**config.mk**
```make
export PLATFORM = sky130hd
export DESIGN_NAME = stage234_lane_dispatcher
export DESIGN_NICKNAME = d
export VERILOG_FILES = /design/src/rtl/stage234_lane_dispatcher.sv
export SDC_FILE = /design/constraint.sdc
export NUM_CORES = 1
export LEC_CHECK = 0
export ABC_AREA = 1
export BUFFER_PORTS_ARGS = -buffer_cell sky130_fd_sc_hd__buf_2
export CORE_AREA = 2 2 423 425
export CTS_CLUSTER_DIAMETER = 30
export CTS_CLUSTER_SIZE = 8
export DETAILED_ROUTE_END_ITERATION = 8
export DIE_AREA = 0 0 425 427
export PLACE_DENSITY_LB_ADDON = 0.08
export SETUP_SLACK_MARGIN = 0.15
export SYNTH_ARGS = -nofsm -noshare
export SYNTH_HDL_FRONTEND = slang
export SYNTH_SLANG_ARGS = --single-unit
```
**constraint.sdc**
```tcl
create_clock -name clk -period 2.9 [get_ports clk]
set_clock_uncertainty 0.15 [all_clocks]
set_input_delay 0.58 -clock clk [delete_from_list [all_inputs] [get_ports clk]]
set_output_delay 0.58 -clock clk [all_outputs]
set_load 0.02 [all_outputs]
```
**src/rtl/stage234_lane_dispatcher.sv**
```systemverilog
// Packs single-stream original-data messages into three-lane groups for the stage234 pipeline.
// A group issues when full, when a partial group times out, or on flush.
module stage234_lane_dispatcher #(
    parameter int unsigned DATA_W  = 264,
    parameter int unsigned TIMEOUT = 16,
    parameter int unsigned CNT_W   = 16
) (
    input  logic              clk,
    input  logic              rst,
    input  logic              in_valid,
    output logic              in_ready,
    input  logic [DATA_W-1:0] in_data,
    input  logic              flush,
    output logic              out_en,
    input  logic              dn_ready,
    output logic [DATA_W-1:0] out_data_1,
    output logic [DATA_W-1:0] out_data_2,
    output logic [DATA_W-1:0] out_data_3,
    output logic [2:0]        out_lane_mask,
    output logic [CNT_W-1:0]  out_group_cnt,
    output logic              busy
);

    localparam int unsigned TimerW = $clog2(TIMEOUT);
    localparam logic [TimerW-1:0] TimerLast = TimerW'(TIMEOUT - 1);

    typedef enum logic [1:0] {
        StIdle,
        StFill,
        StIssue
    } state_e;

    state_e            state_q;
    logic [1:0]        fill_cnt_q;
    logic [TimerW-1:0] timer_q;

    logic accept;
    logic xfer;

    assign in_ready = (state_q != StIssue);
    assign accept   = in_valid & in_ready;
    assign xfer     = out_en & dn_ready;
    assign busy     = (fill_cnt_q != 2'd0) || (state_q == StIssue);

    // Lane registers double as the output bus so partially filled lanes are visible.
    always_ff @(posedge clk) begin
        if (rst) begin
            state_q       <= StIdle;
            fill_cnt_q    <= 2'd0;
            timer_q       <= '0;
            out_en        <= 1'b0;
            out_data_1    <= '0;
            out_data_2    <= '0;
            out_data_3    <= '0;
            out_lane_mask <= 3'b000;
            out_group_cnt <= '0;
        end else begin
            case (state_q)
                StIdle: begin
                    if (accept) begin
                        out_data_1    <= in_data;
                        out_lane_mask <= 3'b001;
                        fill_cnt_q    <= 2'd1;
                        timer_q       <= '0;
                        state_q       <= StFill;
                    end
                end

                StFill: begin
                    if (accept) begin
                        case (fill_cnt_q)
                            2'd1:    out_data_2 <= in_data;
                            2'd2:    out_data_3 <= in_data;
                            default: ;
                        endcase
                        out_lane_mask <= out_lane_mask | (3'b001 << fill_cnt_q);
                        fill_cnt_q    <= fill_cnt_q + 2'd1;
                        timer_q       <= '0;
                        // A same-cycle flush still includes the message just accepted.
                        if (fill_cnt_q == 2'd2 || flush) begin
                            state_q <= StIssue;
                            out_en  <= 1'b1;
                        end
                    end else if (flush || timer_q == TimerLast) begin
                        state_q <= StIssue;
                        out_en  <= 1'b1;
                    end else begin
                        timer_q <= timer_q + TimerW'(1);
                    end
                end

                StIssue: begin
                    if (xfer) begin
                        out_en        <= 1'b0;
                        out_data_1    <= '0;
                        out_data_2    <= '0;
                        out_data_3    <= '0;
                        out_lane_mask <= 3'b000;
                        fill_cnt_q    <= 2'd0;
                        timer_q       <= '0;
                        out_group_cnt <= out_group_cnt + CNT_W'(1);
                        state_q       <= StIdle;
                    end
                end

                default: begin
                    state_q <= StIdle;
                    out_en  <= 1'b0;
                end
            endcase
        end
    end

endmodule

```
# Word level (Yosys, flattened, before mapping)
# Cells that the tools add are included.
[classes]
n_mux = 31
n_reduce_logical = 16
shifts = 1
add_sub_neg = 3
n_eq_ne = 14
n_bitwise = 4
[op_table]
columns = ["operator", "n"]
rows = [
  ["264-bit 2-to-1 mux", 6],
  ["264-bit one-hot mux with 2 select lines", 3],
  ["4-bit AND reduction", 6],
  ["16-bit by 1-bit adder with 16-bit output (second input constant)", 1],
  ["4-bit 2-to-1 mux", 4],
  ["2-bit 2-to-1 mux", 6],
  ["2-bit one-hot mux with 3 select lines", 2],
  ["4-bit one-hot mux with 3 select lines", 1],
  ["2-bit != test (second input constant)", 5],
  ["3-bit 2-to-1 mux", 3],
  ["3-bit != test (second input constant)", 3],
  ["3-bit one-hot mux with 3 select lines", 1],
  ["2-bit nonzero test", 3],
  ["4-bit by 1-bit adder with 4-bit output (second input constant)", 1],
  ["2-bit by 1-bit == test with 1-bit output (second input constant)", 2],
  ["2-bit == test (second input constant)", 2],
  ["4-bit == test (second input constant)", 1],
  ["1-bit 2-to-1 mux", 4],
  ["1-bit logical OR", 3],
  ["3-bit bitwise OR", 1],
  ["1-bit one-hot mux with 3 select lines", 1],
  ["3-bit AND reduction", 1],
  ["3-bit nonzero test", 1],
  ["1-bit by 2-bit left shift with 3-bit output (first input constant)", 1],
  ["6 further kinds", 7],
]
[word_totals]
reg_bits = 820
inputBits = 269
output_inout_bits = 814
elab_cells = 78

# Longest topological paths before layout
[logic_depth]
depth_word = 5
mapped_depth = 13
depth_no_buf = 12

# Worst setup path after synthesis
# No wires, ideal clock.
[synth_timing]
path_type = "reg-to-reg"
startpoint = "register state_q[0]"
endpoint = "register out_data_1[160]"
required_ns = 2.685
setup_time_ns = 0.065
setup_slack_ns = 0.893
arrival_ns = 1.793
path_stages_with_launch = 12
path_buffers = 2
period_less_slack_ns = 2.007
cell_sequence = "dfxtp_1 inv_1 ha_1 inv_2 nand2_1 nand2_1 nand2_2 a21oi_2 buf_2 clkbuf_1 o21ai_0 nor2_1"
[synth_between]
elab_chain_len = 4
elab_cells_between_ends = 9
classes_between = "4 x eq/ne; 1 x mux; 1 x bitwise; 3 x reduce/logical"
[synth_rtl]
columns = ["element", "line_no", "rtl"]
rows = [
  ["start: declaration", "33", "state_e state_q;"],
  ["start signal: assignment", "48", "state_q <= StIdle;"],
  ["start signal: assignment", "65", "state_q <= StFill;"],
  ["start signal: assignment", "81", "state_q <= StIssue;"],
  ["2-bit != test", "40", "assign in_ready = (state_q != StIssue);"],
  ["named net in_ready", "11", "output logic in_ready,"],
  ["1-bit AND", "41", "assign accept = in_valid & in_ready;"],
  ["2-bit != test (no line)", "--", ""],
  ["3-bit AND reduction (no line)", "--", ""],
  ["end signal: assignment", "61", "out_data_1 <= in_data;"],
  ["end: declaration", "16", "output logic [DATA_W-1:0] out_data_1,"],
]
# The timed path passes the listed nets, and every way through them passes these cells.
# A chain may end at the register's enable or synchronous reset.

# Final worst setup path
[layout_timing]
startpoint = "register state_q[0]"
endpoint = "output busy"
[layout_between]
elab_chain_len = 2
[layout_rtl]
columns = ["element", "line_no", "rtl"]
rows = [
  ["2-bit == test", "43", "assign busy = (fill_cnt_q != 2'd0) || (state_q == StIssue);"],
  ["1-bit logical OR", "43", ""],
  ["end: declaration", "21", "output logic busy"],
]
# No other way between the ends.

==> impl_results.md <==
* H-tree levels at 5
* Slew Viols, Final at 0
* Fill cells at 19.5k
* Mapped Nets at 4607
* Fin crit period at roughly 2600 ps
* Mean routed wirelength per cell at 21.2 µm
* Largest family of logic cells by synthesized area: simple AND/OR/NAND/NOR gates
* Critical Setup Path Class: reg2out
* All-Layer GR Usage at 18.4%
* Area of the multi-input gates at 12300 µm²
* Die height at 427 µm
* Number of global-route vias before repair at 34.6k
* CTS root buf: clkbuf_16
* Data arrival, critical path at 1880 ps
* Final nets at around 6.0k
* Routed vias at 34.8k
* Slew HR at 21.7%
* Count leader, synth: dfxtp_1
* Post-CTS Setup Inserts at 0
* Synth Cell Area at 32200 µm²
* Required @ worst endpoint at 2170 ps
* HP Class: in2reg
* DR iter-0 viols at 1587
* 1st-pass router iterations at 7
* Post-Synth Simple-Gate Area at 22.0%
* WHS Endpoint: out_data_1[183]
* Pleak at 24.1 nW
* Area share of the largest cell type after synthesis at just over 50%
* IO Port Bufs at 1082
* Asr flop ratio synth at 0%
* Synth cell count leaders: dfxtp_1 (820), nor2_1 (721), a21oi_1 (604), nand2_1 (537), inv_1 (483)
* Clk sinks at 820
* Starting Density at between 10% and 20%
* Worst-path clk slew at roughly 30 ps
* Distinct cells, synth at 30
* Die area at 181000 µm²
* Post-Synth Adder-Cell Area at 0.428%
* Gpl congestion at 0.785
* Initial antenna violation count at 11
* Post-Syn Instances at 4327
* HPWL Detailed at 118 mm
* Reg2Reg Setup Slack at 410 ps
* R2R cell count at 10
* Min-Delay Path Depth at 5
* Avg Vias per Cell at 4.20
* Largest area contributor in the netlist: dfxtp_1
* Worst-path maximum fanout at 5
* RSZ-0062 raised after global routing: no
* Die width at 425 µm
* Syn Area/Cell at 7.44 µm²
* # IOs at approximately 1.1k
* WL final at 175 mm
* Share of cells above drive strength 1 at 27.8%
* Total gr overflow at 0
* R2r startpoint: state_q[1]
* First-pass GRT wire length at 247 mm
* # DRC at 0
* Synth warn at 0
* Row Count at 155
* Outcome: finished clean
* Number of synthesized flops with an enable pin at 0
* Routed Antenna Nets at 0
* CTS tree: done
* Area Growth Syn to Fin at 63.1%
* Register area share after synthesis at 51.0%
* Power per cell area at approximately 1400 nW/µm²
* Setup TNS at 0 ps
* Tcrit/Tclk final at 90.1%
* Synth Area in XOR/XNOR at 0%
* Crit path capture type: primary output
* Commonest register cell after synthesis: dfxtp_1
* Largest net degree at the start of global routing at 155
* Placed Area at 40400 µm²
* Actual slew at the worst max-slew pin at 1180 ps
* Core Area at 177000 µm²
* CP Launch Type: flip-flop
* MaxCap Viol Count at 0
* Worst-skew pair later-pin latency at about 880 ps
* RR Endpoint: out_data_3[1]
* Register bit total from synthesis at 820
* Synth area leaders: dfxtp_1 (51%), a21oi_1 (9.4%), nor2_1 (8.4%), nand4_1 (6.8%), nand2_1 (6.3%)
* Cell area after layout at between 50000 and 60000 µm²
* Clock Tree Buf Depth at 4
* Setup violations, final at 0
* Fmax achieved at 383 MHz
* Synth Area in Compound Gates at 15.7%
* Cts bufs inserted at between 300 and 400
* Multiplexer area fraction after synthesis at 0%
* Reg area at 16400 µm²
* Final-report hold violation count at 0
* HP Start: in_data[183]
* Peak VDD IR at 0.000665 V
==> how the worst max path moves through the flow <==
stage                   from               to  slack, ps  depth (start not counted)
6_report          state_q[0]             busy        290                          5
5_1_grt           state_q[0]             busy        150                          5
4_1_cts        fill_cnt_q[0]             busy        150                          4
3_5_place_dp      state_q[1]    out_data_3[6]        390                         10
3_3_place_gp      state_q[1]  out_data_3[108]        400                          8
2_1_floorplan     state_q[0]  out_data_1[160]        890                         11
==> area by class of cell <==
cell class	count	share of cell area (%)
well taps	2355	5.61
flip-flops and latches	820	31.3
clock buffers	448	17.0
diodes	7	0.0334
clock inverters	64	1.04
repair buffers	1448	18.0
inverters	485	3.49
multi-input cells	2651	23.5
==> flip-flops by register name, summed over array words and instances, names as in the netlist <==
signal         flops
timer_q            4
out_data_2       264
out_en             1
out_lane_mask      3
out_group_cnt     16
out_data_1       264
out_data_3       264
fill_cnt_q         2
state_q            2
==> cells by family (layout without fill, tap and decap cells) <==
kind of cell	after synthesis	count (layout)
AOI/OAI and AO/OA	1005	1005
DFF	820	820
buffers and inverters	856	2445
and+or+nand+nor	1635	1635
other	0	7
adders and majority gates	11	11
==> power by group <==
group / internal, mW / switching [mW] / total, mW
Clock: 21.4 / 8.39 / 29.8
Sequential: 14.9 / 1.75 / 16.6
Combinational: 7.69 / 19.8 / 27.5
==> per-layer routing <==
layer  vias up  global-route usage (%)  routed length, µm
li1      17009                       -                  -
met1     16312                    21.0              70800
met2      1122                    30.0              82200
met3       313                    6.60              13300
met4         4                    10.0               8840
met5         -                       0                 27
==> through the flow <==
step	hold slack, ps	power [mW]	cells	utilization [%]	worst slack [ps]
after detailed placement	284	44.5	7497	22.8	394
after global routing	52.5	78.2	8277	29.6	151
after global placement	277	44.6	7497	22.8	395
after floorplan	327	32.2	4327	-	893
final	82.4	73.9	8278	29.6	286
after CTS	4.79	75.3	8271	29.6	151
==> cells in the final DEF (no fill, tap or decap), types with 2 or more instances in the layout <==
master and count:
ha_1 9, o21ai_0 388, nand2_2 2, dfxtp_1 819
nand3_4 2, nand2_1 535, or2_2 2, clkbuf_16 311
buf_12 51, o21bai_1 3, inv_6 7, nand2_8 2
inv_4 2, dlygate4sd3_1 262, bufinv_16 7, nand3_1 12
buf_2 1079, o21ai_4 2, diode_2 7, a21oi_1 604
clkinv_2 48, nor2_1 721, nand4_1 350, clkbuf_8 63
inv_1 481, buf_4 54, clkbuf_1 74, clkinv_8 2
nor3_1 6, o21ai_1 6
==> worst max-delay path, stage by stage (launching register included) <==
cell     delay, ps
dfxtp_2        350
inv_2           70
ha_1           240
inv_4          110
nand2_2        100
buf_6          170
==> timing repair <==
item                                    in CTS  in global routing
hold buffers                               262                  0
endpoints found under the setup margin       2                  1
cloned                                       0                  0
endpoints found under the hold margin      747                  0
resized for setup                            7                  1
Note: power is estimated with default switching activity, not from simulation.
